File: src/rtl/riscv_pkg.sv
// Core-wide RISC-V architectural constants shared by the front-end blocks.
package riscv;
  localparam int unsigned VLEN = 64;
endpackage

File: src/rtl/ariane_pkg.sv
// Branch-prediction types exchanged between the branch unit and the BHT.
package ariane_pkg;
  typedef enum logic [2:0] {
    NoCF,
    Branch,
    Jump,
    JumpR,
    Return
  } cf_t;

  typedef struct packed {
    logic                    valid;
    logic [riscv::VLEN-1:0]  pc;
    logic [riscv::VLEN-1:0]  target_address;
    logic                    is_mispredict;
    logic                    is_taken;
    cf_t                     cf_type;
  } bp_resolve_t;

  typedef struct packed {
    logic                    valid;
    logic [riscv::VLEN-1:0]  pc;
    logic                    taken;
  } bht_update_t;
endpackage

File: src/rtl/bht_update_queue.sv
// Buffers resolved conditional-branch outcomes for the BHT, coalescing repeat
// updates to the youngest entry and counting outcomes lost to overflow.
module bht_update_queue
  import ariane_pkg::*;
#(
  parameter int unsigned DEPTH     = 4,
  parameter int unsigned CNT_WIDTH = 16
) (
  input  logic                       clk_i,
  input  logic                       rst_ni,
  input  logic                       flush_i,
  input  logic                       debug_mode_i,
  input  bp_resolve_t                resolved_branch_i,
  input  logic                       update_stall_i,
  output bht_update_t                bht_update_o,
  output logic [$clog2(DEPTH):0]     level_o,
  output logic [CNT_WIDTH-1:0]       drop_cnt_o
);

  localparam int unsigned PTR_W = $clog2(DEPTH);
  localparam int unsigned LVL_W = PTR_W + 1;

  logic [riscv::VLEN-1:0] r_pc    [DEPTH];
  logic                   r_taken [DEPTH];
  logic [PTR_W-1:0]       r_rd_ptr;
  logic [PTR_W-1:0]       r_wr_ptr;
  logic [LVL_W-1:0]       r_level;
  logic [CNT_WIDTH-1:0]   r_drop_cnt;

  logic                   w_empty;
  logic                   w_full;
  logic                   w_pop;
  logic                   w_accept;
  logic [PTR_W-1:0]       w_tail;
  logic                   w_tail_popped;
  logic                   w_coalesce;
  logic                   w_push;
  logic                   w_drop;
  logic                   w_unused;

  assign w_empty  = (r_level == '0);
  assign w_full   = (r_level == LVL_W'(DEPTH));
  assign w_pop    = !w_empty && !update_stall_i && !flush_i;
  assign w_accept = resolved_branch_i.valid && (resolved_branch_i.cf_type == Branch)
                    && !debug_mode_i && !flush_i;

  // With a single entry the youngest is also the head; once it pops it can no
  // longer absorb an overwrite, so a matching outcome becomes a fresh entry.
  assign w_tail        = r_wr_ptr - PTR_W'(1);
  assign w_tail_popped = w_pop && (r_level == LVL_W'(1));
  assign w_coalesce    = w_accept && !w_empty && !w_tail_popped
                         && (r_pc[w_tail] == resolved_branch_i.pc);
  assign w_push        = w_accept && !w_coalesce && (!w_full || w_pop);
  assign w_drop        = w_accept && !w_coalesce && w_full && !w_pop;

  assign w_unused = ^{resolved_branch_i.target_address, resolved_branch_i.is_mispredict};

  always_ff @(posedge clk_i or negedge rst_ni) begin
    if (!rst_ni) begin
      r_rd_ptr   <= '0;
      r_wr_ptr   <= '0;
      r_level    <= '0;
      r_drop_cnt <= '0;
    end else begin
      if (flush_i) begin
        r_rd_ptr <= '0;
        r_wr_ptr <= '0;
        r_level  <= '0;
      end else begin
        if (w_pop)  r_rd_ptr <= r_rd_ptr + PTR_W'(1);
        if (w_push) r_wr_ptr <= r_wr_ptr + PTR_W'(1);
        r_level <= r_level + LVL_W'(w_push) - LVL_W'(w_pop);
      end
      if (w_drop && (r_drop_cnt != '1)) r_drop_cnt <= r_drop_cnt + CNT_WIDTH'(1);
    end
  end

  always_ff @(posedge clk_i) begin
    if (w_push) begin
      r_pc[r_wr_ptr]    <= resolved_branch_i.pc;
      r_taken[r_wr_ptr] <= resolved_branch_i.is_taken;
    end
    if (w_coalesce) r_taken[w_tail] <= resolved_branch_i.is_taken;
  end

  always_comb begin
    bht_update_o       = '0;
    bht_update_o.valid = w_pop;
    if (w_pop) begin
      bht_update_o.pc    = r_pc[r_rd_ptr];
      bht_update_o.taken = r_taken[r_rd_ptr];
    end
  end

  assign level_o    = r_level;
  assign drop_cnt_o = r_drop_cnt;

endmodule

File: config.mk
export PLATFORM = sky130hd
export DESIGN_NAME = bht_update_queue
export DESIGN_NICKNAME = d
export VERILOG_FILES = /design/src/rtl/riscv_pkg.sv /design/src/rtl/ariane_pkg.sv /design/src/rtl/bht_update_queue.sv
export SDC_FILE = /design/constraint.sdc
export NUM_CORES = 1
export LEC_CHECK = 0
export CAP_MARGIN = 5
export CORE_MARGIN = 8
export CORE_UTILIZATION = 49
export CTS_BUF_LIST = sky130_fd_sc_hd__clkbuf_16
export DETAILED_ROUTE_END_ITERATION = 7
export GPL_TIMING_DRIVEN = 0
export HOLD_SLACK_MARGIN = 0.15
export PLACE_DENSITY = 0.77
export SYNTH_ARGS = -nofsm -noshare
export SYNTH_HDL_FRONTEND = slang
export SYNTH_SLANG_ARGS = --single-unit
File: constraint.sdc
create_clock -name clk_i -period 5.2 [get_ports clk_i]
set_input_delay 1.3 -clock clk_i [delete_from_list [all_inputs] [get_ports clk_i]]
set_output_delay 1.3 -clock clk_i [all_outputs]
set_load 0.1 [all_outputs]
* Yosys cells after proc, flatten, opt, wreduce, memory -nomap -nowiden *
Memory sizes are Yosys's and may differ from the RTL's.
Cells that the tools add are included.

storage, ports and cells
  memory bits (read-only) = 0
  output and inout port bits = 85
  latch bits = 0
  memories kept = 2
  register bits after elaboration = 23
  memory bits (writable) = 260

operators by class
  shift-type cells = 0
  bitwise logic cells = 0
  order comparisons = 0
  mux-type cells = 13
  div/mod/pow operators = 0
  eq/ne operators = 5
  reduce and logical (&&, ||, !) cells = 27
  add/subtract/negate cells = 6
  multiply operators = 0

memories
  memory   depth  width  rd ports  clocked after memory_dff  wr ports  line                    text
  r_pc     4      64     2         0                         1         bht_update_queue.sv:23  logic [riscv::VLEN-1:0] r_pc [DEPTH];
  r_taken  4      1      1         0                         1         bht_update_queue.sv:24  logic r_taken [DEPTH];

operators with widths
  cell                                                                count
  65-bit 2-to-1 mux                                                   1
  64-bit == test                                                      1
  16-bit by 1-bit adder with 16-bit output, second input constant     1
  16-bit != test, second input constant                               1
  1-bit logical AND                                                   14
  2-bit 2-to-1 mux                                                    5
  1-bit zero test                                                     8
  3-bit by 1-bit == test with 1-bit output, second input constant     2
  1-bit 2-to-1 mux                                                    6
  2-bit by 1-bit adder with 2-bit output, second input constant       2
  2-bit nonzero test                                                  2
  3-bit by 1-bit adder with 3-bit output                              1
  3-bit == test, second input constant                                1
  3-bit zero test                                                     1
  3-bit 2-to-1 mux                                                    1
  3-bit by 1-bit subtractor with 3-bit output                         1
  2-bit by 1-bit subtractor with 2-bit output, second input constant  1
  1-bit logical OR                                                    1
  1-bit OR reduction                                                  1

* Logic depth before layout (Yosys ltp) *
Gate-level depths: netlist of run 1.

  depth in word-level cells = 14
  depth in mapped cells = 26
  depth with buffers taken out = 17

* Worst setup path before layout of run 1 *
Ideal clock, no wire load.

  path type = reg2reg
  from = register r_wr_ptr[0]
  to = memory r_pc[0][0] (netlist bit) (enable)
  setup slack = -0.074 ns
  period minus slack after synthesis = 5.274 ns
  cell stages (with the launch flop) = 18
  library setup time = 0.429 ns
  buffers on the path = 8
  data arrival time = 4.845 ns
  cell sequence = dfrtp_1 buf_6 buf_4 buf_1 inv_1 buf_2 ha_1 buf_2 buf_4 buf_2 buf_2 mux2i_1 a21oi_1 o21bai_1 and3_1 nand4_1 o21a_1 and3_1

between the ends
  word-level cells in the longest chain between the ends = 9

RTL lines
  element                                      line                    text
  start: declaration                           bht_update_queue.sv:26  logic [PTR_W-1:0] r_wr_ptr;
  start signal: assignment                     bht_update_queue.sv:71  if (w_push) r_wr_ptr <= r_wr_ptr + PTR_W'(1);
  2-bit by 1-bit subtractor with 2-bit output  bht_update_queue.sv:49  assign w_tail = r_wr_ptr - PTR_W'(1);
  memory read 4 x 64 bit                       --
  64-bit == test                               bht_update_queue.sv:52  && (r_pc[w_tail] == resolved_branch_i.pc);
  1-bit logical AND                            bht_update_queue.sv:52
  1-bit zero test                              bht_update_queue.sv:53  assign w_push = w_accept && !w_coalesce && (!w_full || w_pop);
  1-bit logical AND (2 in series)              bht_update_queue.sv:53
  1-bit 2-to-1 mux                             bht_update_queue.sv:79  if (w_push) begin
  1-bit 2-to-1 mux (implied by the code)       bht_update_queue.sv:80  r_pc[r_wr_ptr] <= resolved_branch_i.pc;
  end: declaration                             bht_update_queue.sv:23

Several ways; a longest one is shown, not always the timed one.

* Worst setup path after layout of run 1 *
  from = register r_wr_ptr[0]
  to = register r_level[2] (netlist: level_o[2])

between the ends
  word-level cells in the longest chain between the ends = 10

RTL lines
  element                                      line                    text
  2-bit by 1-bit subtractor with 2-bit output  bht_update_queue.sv:49
  memory read 4 x 64 bit                       --
  64-bit == test                               bht_update_queue.sv:52
  1-bit logical AND                            bht_update_queue.sv:52
  1-bit zero test                              bht_update_queue.sv:53
  1-bit logical AND (2 in series)              bht_update_queue.sv:53
  3-bit by 1-bit adder with 3-bit output       bht_update_queue.sv:72  r_level <= r_level + LVL_W'(w_push) - LVL_W'(w_pop);
  3-bit by 1-bit subtractor with 3-bit output  bht_update_queue.sv:72
  3-bit 2-to-1 mux                             bht_update_queue.sv:65  if (flush_i) begin
  end signal: assignment                       bht_update_queue.sv:72
  end: declaration                             bht_update_queue.sv:27  logic [LVL_W-1:0] r_level;

No other way between the ends.
A chain may end at the register's enable or synchronous reset.

==> results.sh, run 1 <==
export IMPL_outcome="finished clean"
export IMPL_synthFlopType="edfxtp_1"
export IMPL_syn_inst=831
export IMPL_p_int_w=0.00417
export IMPL_postSynthAreaPerCell_um2=16.9
export IMPL_period_minus_slack_ps=5120
export IMPL_grt_start_max_net_pins=53
export IMPL_num_io_pins=224
export IMPL_startpoint_type="flip-flop"
export IMPL_vdd_drop_max_mv=0.279
export IMPL_htreeDepth=1
export IMPL_clockBufferDepth=3
export IMPL_num_rows=62
export IMPL_gp_congestion=0.961
export IMPL_period_share=0.985
export IMPL_fin_skew_ps=13.7
export IMPL_yosys_warnings=0
export IMPL_worst_slew_pin_slew_ps=1230
export IMPL_utilization=0.622
export IMPL_cp_max_fo=11
export IMPL_switching_share=0.313
export IMPL_setup_viol=0
export IMPL_cts_made_buffers=31
export IMPL_yosys_register_bits=283
export IMPL_pwr_share_clk=0.340
export IMPL_dr_pass1_iters=6
export IMPL_drc=0
export IMPL_hpwl_mm=27.1
export IMPL_dp_cells=1376
export IMPL_leakagePower_nw=5.78
export IMPL_fin_nets=1178
export IMPL_numClockSinks=283
export IMPL_power_density_mw_per_mm2=343
export IMPL_synth_top_area_share=0.555
export IMPL_drt_initial_drc_count=1088
export IMPL_cts_tree="done"
export IMPL_ys_async_sr_fraction=0.0813
export IMPL_p_comb_frac=0.245
export IMPL_grt_overflow=0
export IMPL_start_util=0.494
export IMPL_power_switching_w=0.00190
export IMPL_rsz0062_at_grt="yes"
export IMPL_num_vias=9123
export IMPL_track_usage=0.232
export IMPL_placed_cell_area_mm2=0.0162
export IMPL_totalPowerFinal_w=0.00607
export IMPL_clk_pin_slew_ps=60
export IMPL_fp_dieH_um=185
export IMPL_end_kind="flip-flop"
export IMPL_cts_root_buf="clkbuf_16"
export IMPL_clock_latency_ps=570
export IMPL_die_area_mm2=0.0344
export IMPL_final_common_cell="edfxtp_1"
export IMPL_slowest_stage="or4_1"
export IMPL_hold_violations=0
export IMPL_routedWlPerCell_um=27.6
export IMPL_n_fill_cell=2043
export IMPL_grt_pass1_wl_mm=58.9
export IMPL_yosys_top_cells_area="edfxtp_1, mux4_2, dfrtp_1"
export IMPL_finalInstanceArea_mm2=0.0177
export IMPL_hold_path_class="flip-flop to flip-flop"
export IMPL_synth_cell_types=55
export IMPL_drt_total_wl_mm=39.8
export IMPL_worstPathCellList="buf_8 -> buf_8 -> buf_8 -> inv_1 -> buf_4 -> ha_1 -> buf_6 -> buf_8 -> mux4_2 -> xnor2_2 -> nand4_1 -> or4_1 -> nor3_1 -> and4_4 -> buf_6 -> nor2_1 -> inv_1 -> ha_1 -> inv_1 -> ha_1 -> inv_1 -> fa_1 -> xnor2_1 -> nor2_1"
export IMPL_required_ps=5630
export IMPL_report_final_slew_viol_count=0
export IMPL_maxCapViolations=0
export IMPL_syn_num_nets=978
export IMPL_critPathKind="flip-flop to flip-flop"
export IMPL_antenna_found_initial=2
export IMPL_syn_to_final_growth_pct=25.9
export IMPL_timing_slew_headroom=0.175
export IMPL_worstPathArrival_ps=5550
export IMPL_drive_gt1_frac=0.298
export IMPL_seqPwrFrac=0.415
export IMPL_final_cell_count_no_fill=1441
export IMPL_yosysTopAreaCell="edfxtp_1"
export IMPL_antenna_left=0
export IMPL_fp_coreArea_mm2=0.0285
export IMPL_viasPerCell=6.33
export IMPL_max_clock_freq_mhz=195
export IMPL_die_x_um=185
export IMPL_grt_pass1_vias=9291
export IMPL_yosysSeqAreaShare=0.596
export IMPL_synth_edf_count=260
export IMPL_final_cell_mix="edfxtp_1, mux4_2, clkdlybuf4s50_1"
export IMPL_slowest_delay_ps=460
export IMPL_port_buffers=157
export IMPL_syn_area_mm2=0.0141
-- flip-flops by register name, summed over array words and instances, names as in the netlist --
| name | cells |
|---|---|
| level_o | 3 |
| drop_cnt_o | 16 |
| r_wr_ptr | 2 |
| r_taken | 4 |
| r_rd_ptr | 2 |
| r_pc | 256 |
-- what timing repair did --
item / in CTS / in global routing
setup buffers: 1 / 5
pin swaps: 2 / 7
hold buffers: 0 / 0
resized for setup: 210 / 62
setup endpoints to repair: 345 / 196
-- critical path, delay by kind of cell, from the launching register on --
| kind | cells | cell delay [ps] |
|---|---|---|
| simple gates | 6 | 1240 |
| flops | 1 | 430 |
| fa+ha+maj | 4 | 1030 |
| mux | 1 | 340 |
| xor+xnor | 2 | 480 |
| buf+inv | 11 | 1420 |
-- power by group through the flow --
stage / clock (W) / combinational (W) / sequential, W
final: 0.00206 / 0.00149 / 0.00252
after global routing: 0.00217 / 0.00155 / 0.00252
after CTS: 0.00208 / 0.00148 / 0.00252
after detailed placement: 0 / 0.00147 / 0.00257
after global placement: 0 / 0.00147 / 0.00257
after floorplan: 0 / 0.000980 / 0.00263
-- per-layer routing --
| metal | vias up | track usage | wire [um] |
|---|---|---|---|
| met5 | - | 0 | 24 |
| met2 | 578 | 0.368 | 19000 |
| li1 | 3781 | - | - |
| met3 | 74 | 0.0618 | 4400 |
| met1 | 4686 | 0.313 | 15400 |
| met4 | 4 | 0.0672 | 994 |
-- cell families (layout without fill, tap and decap cells) --
family / count (synthesis) / in the layout / share of synthesized area
AO/OA/AOI/OAI: 41 / 41 / 0.0218
XOR/XNOR: 66 / 66 / 0.0411
multiplexers: 158 / 158 / 0.224
adder cells (fa/ha/maj): 8 / 8 / 0.00765
AND/OR/NAND/NOR: 213 / 213 / 0.0885
buffers and inverters: 62 / 286 / 0.0211
flip-flops: 283 / 283 / 0.596
other: 0 / 2 / 0
-- metrics by stage --
stage	TNS [ps]	hold slack, ps	setup slack, ps
finish	0	498	78.3
global placement	-397320	477	-1450
CTS	0	503	5.62
global route	-99.7	519	-99.1
floorplan	0	616	211
detailed placement	-262610	493	-1370
-- Yosys cell counts, types with 3 or more instances --
master,instances
edfxtp_1,260
mux4_2,124
nor2b_1,69
xnor2_1,49
mux2i_1,29
nand4_1,26
nand3_1,25
dfrtp_1,23
nand2_1,21
xor2_1,17
clkbuf_1,16
buf_2,15
and3_1,13
inv_1,13
nand2b_1,12
o21ai_0,12
nor3_1,11
nor4_1,11
buf_1,10
nor2_1,10
ha_1,7
o22ai_1,7
buf_4,4
buf_6,4
mux2_2,3
-- final cells by class --
cell class	count	area (um^2)	share of cell area
clock inverters	26	176	0.00997
flip-flops and latches	283	8380	0.474
clock buffers	31	776	0.0438
inverters	13	48.8	0.00276
multi-input cells	486	5730	0.324
repair buffers	167	1690	0.0956
well taps	384	480	0.0271
diodes	2	5.00	0.000283
plain buffers	49	407	0.0230
-- worst paths after layout --
check                               startpoint        endpoint  slack [ps]  depth (start not counted)
worst max-delay path               r_wr_ptr[0]      level_o[2]          80                         24
worst min-delay path            drop_cnt_o[14]  drop_cnt_o[14]         500                          1
worst max register to register     r_wr_ptr[0]      level_o[2]          80                         24
worst min register to register  drop_cnt_o[14]  drop_cnt_o[14]         500                          1
max in group asynchronous               rst_ni   drop_cnt_o[2]        3200                          1
min in group asynchronous               rst_ni  drop_cnt_o[12]        1330                          1
(Power assumes the default switching activity.)
==> inputs of run 2 (changes only) <==
SETUP_SLACK_MARGIN = 0.02   (was unset)
==> run 2 against run 1 <==
  * Highest routed layer unchanged
  * Sequential power about the same
  * Hold slack improved by 0.57 ps
  * Combinational power about the same
  * Fmax increased by 0.22%
  * Clock power about the same
  * Via count increased by 0.12%
==> results.sh, run 2 (same netlist as run 1, synthesis figures left out) <==
export IMPL_min_delay_start="drop_cnt_o[8]"
export IMPL_routedWlPerCell_um=27.7
export IMPL_placed_cell_area_mm2=0.0162
export IMPL_power_density_mw_per_mm2=343
export IMPL_htreeDepth=1
export IMPL_hold_violations=0
export IMPL_n_fill_cell=2041
export IMPL_wl_met2_mm=18.9
export IMPL_antenna_found_initial=2
export IMPL_start_util=0.494
export IMPL_period_minus_slack_ps=5110
export IMPL_required_ps=3900
export IMPL_grt_overflow=0
export IMPL_cts_tree="done"
export IMPL_port_buffers=157
export IMPL_numClockSinks=283
export IMPL_die_area_mm2=0.0344
export IMPL_startpoint_type="input port"
export IMPL_fp_coreArea_mm2=0.0285
export IMPL_fin_nets=1178
export IMPL_worstPathArrival_ps=3810
export IMPL_drive_gt1_frac=0.300
export IMPL_largest_reg_flops=256
export IMPL_r2r_cells=24
export IMPL_fp_dieH_um=185
export IMPL_top_layer="met5"
export IMPL_dr_pass1_iters=5
export IMPL_drt_total_wl_mm=39.9
export IMPL_hold_slack_ps=499
export IMPL_cts_root_buf="clkbuf_16"
export IMPL_max_clock_freq_mhz=196
export IMPL_track_usage=0.232
export IMPL_largest_register="r_pc"
export IMPL_grt_pass1_vias=9292
export IMPL_r2r_end="level_o[2]"
export IMPL_min_path_cells=1
export IMPL_num_io_pins=224
export IMPL_syn_to_final_growth_pct=25.8
export IMPL_leakagePower_nw=5.77
export IMPL_ctsHoldBuffers=0
export IMPL_outcome="finished clean"
export IMPL_final_cell_count_no_fill=1440
export IMPL_final_common_cell="edfxtp_1"
export IMPL_critPathTopFamily="buffers and inverters"
export IMPL_end_kind="primary output"
export IMPL_drc=0
export IMPL_num_rows=62
export IMPL_totalPowerFinal_w=0.00608
export IMPL_timing_slew_headroom=0.161
export IMPL_gp_congestion=0.961
export IMPL_cp_max_fo=10
export IMPL_min_to="drop_cnt_o[8]"
export IMPL_fin_skew_ps=14.0
export IMPL_report_final_slew_viol_count=0
export IMPL_clockBufferDepth=3
export IMPL_hpwl_mm=27.1
export IMPL_utilization=0.621
export IMPL_cts_made_buffers=31
export IMPL_slowest_stage="clkdlybuf4s15_2"
export IMPL_maxCapViolations=0
export IMPL_hold_path_class="flip-flop to flip-flop"
export IMPL_crit_path_start="update_stall_i"
export IMPL_met3_length_mm=4.43
export IMPL_grt_start_max_net_pins=53
export IMPL_num_vias=9134
export IMPL_viasPerCell=6.34
export IMPL_final_cell_mix="edfxtp_1, mux4_2, clkdlybuf4s50_1"
export IMPL_die_x_um=185
export IMPL_clk_pin_slew_ps=50
export IMPL_finalInstanceArea_mm2=0.0177
export IMPL_path_buf_inv=4
export IMPL_slowest_delay_ps=600
export IMPL_antenna_left=0
export IMPL_r2r_slack_ps=100
export IMPL_drt_initial_drc_count=1164
export IMPL_grt_pass1_wl_mm=58.9
export IMPL_setup_viol=0
export IMPL_worstPathCellList="clkdlybuf4s50_1 -> or3_1 -> clkbuf_2 -> clkbuf_1 -> nor2b_1 -> clkdlybuf4s15_2"
export IMPL_dp_cells=1376
export IMPL_clock_latency_ps=570
export IMPL_worst_slew_pin_slew_ps=1260
export IMPL_r2r_start="r_wr_ptr[0]"
export IMPL_rsz0062_at_grt="yes"
export IMPL_period_share=0.983
export IMPL_vdd_drop_max_mv=0.278
export IMPL_drt_met1_wl_mm=15.4
export IMPL_critPathKind="input port to primary output"
run 2: worst max path at each step:
stage / to / slack [ps] / depth (start not counted)
after floorplan: bht_update_o[15] / 210 / 5
after global placement: r_pc[3][13] / -1450 / 17
after detailed placement: level_o[2] / -1370 / 25
after CTS: level_o[2] / 9 / 25
after global routing: level_o[2] / -100 / 25
final: bht_update_o[17] / 90 / 6
run 2: power by group:
part	switching, W	internal, W
clock	0.000891	0.00118
sequential	0.0000199	0.00250
combinational	0.000996	0.000492
total	0.00191	0.00417
run 2: area by class of cell:
type	count	area, um^2	share of cell area
antenna	1	2.50	0.000141
buffer	49	407	0.0230
clock buffer	31	776	0.0438
timing repair buffer	167	1680	0.0949
tap	384	480	0.0272
sequential	283	8380	0.474
inverter	13	48.8	0.00276
multi-input combinational	486	5740	0.324
clock inverter	26	176	0.00997
run 2: metal layers:
metal	up-vias	global-route usage
met5	-	0
met4	4	0.0672
met3	73	0.0618
met2	581	0.368
met1	4700	0.313
li1	3776	-
run 2: what timing repair did:
action	CTS	global route
pin swaps	2	7
buffers inserted	1	5
endpoints found under the setup margin	346	223
gates resized for setup	212	64
cloned	0	0
run 2: worst register-to-register path, cell delays in order, from the launching register on:
cell     delay, ps
dfrtp_1        420
buf_8          150
buf_8          160
buf_8          170
inv_1           80
buf_4          200
ha_1           310
buf_6          160
buf_8          190
mux4_2         340
xnor2_2        320
nand4_1        190
or4_1          460
nor3_1         180
and4_4         290
buf_6          160
nor2_1          90
inv_1           70
ha_1           220
inv_1           50
ha_1           130
inv_1           50
fa_1           370
xnor2_1        160
nor2_1          50
run 2: through the flow:
step | setup WS [ps] | TNS, ps
after floorplan | 211 | 0
after global placement | -1450 | -397320
after detailed placement | -1370 | -262610
after CTS | 8.88 | 0
after global routing | -99.1 | -99.7
final | 89.6 | 0
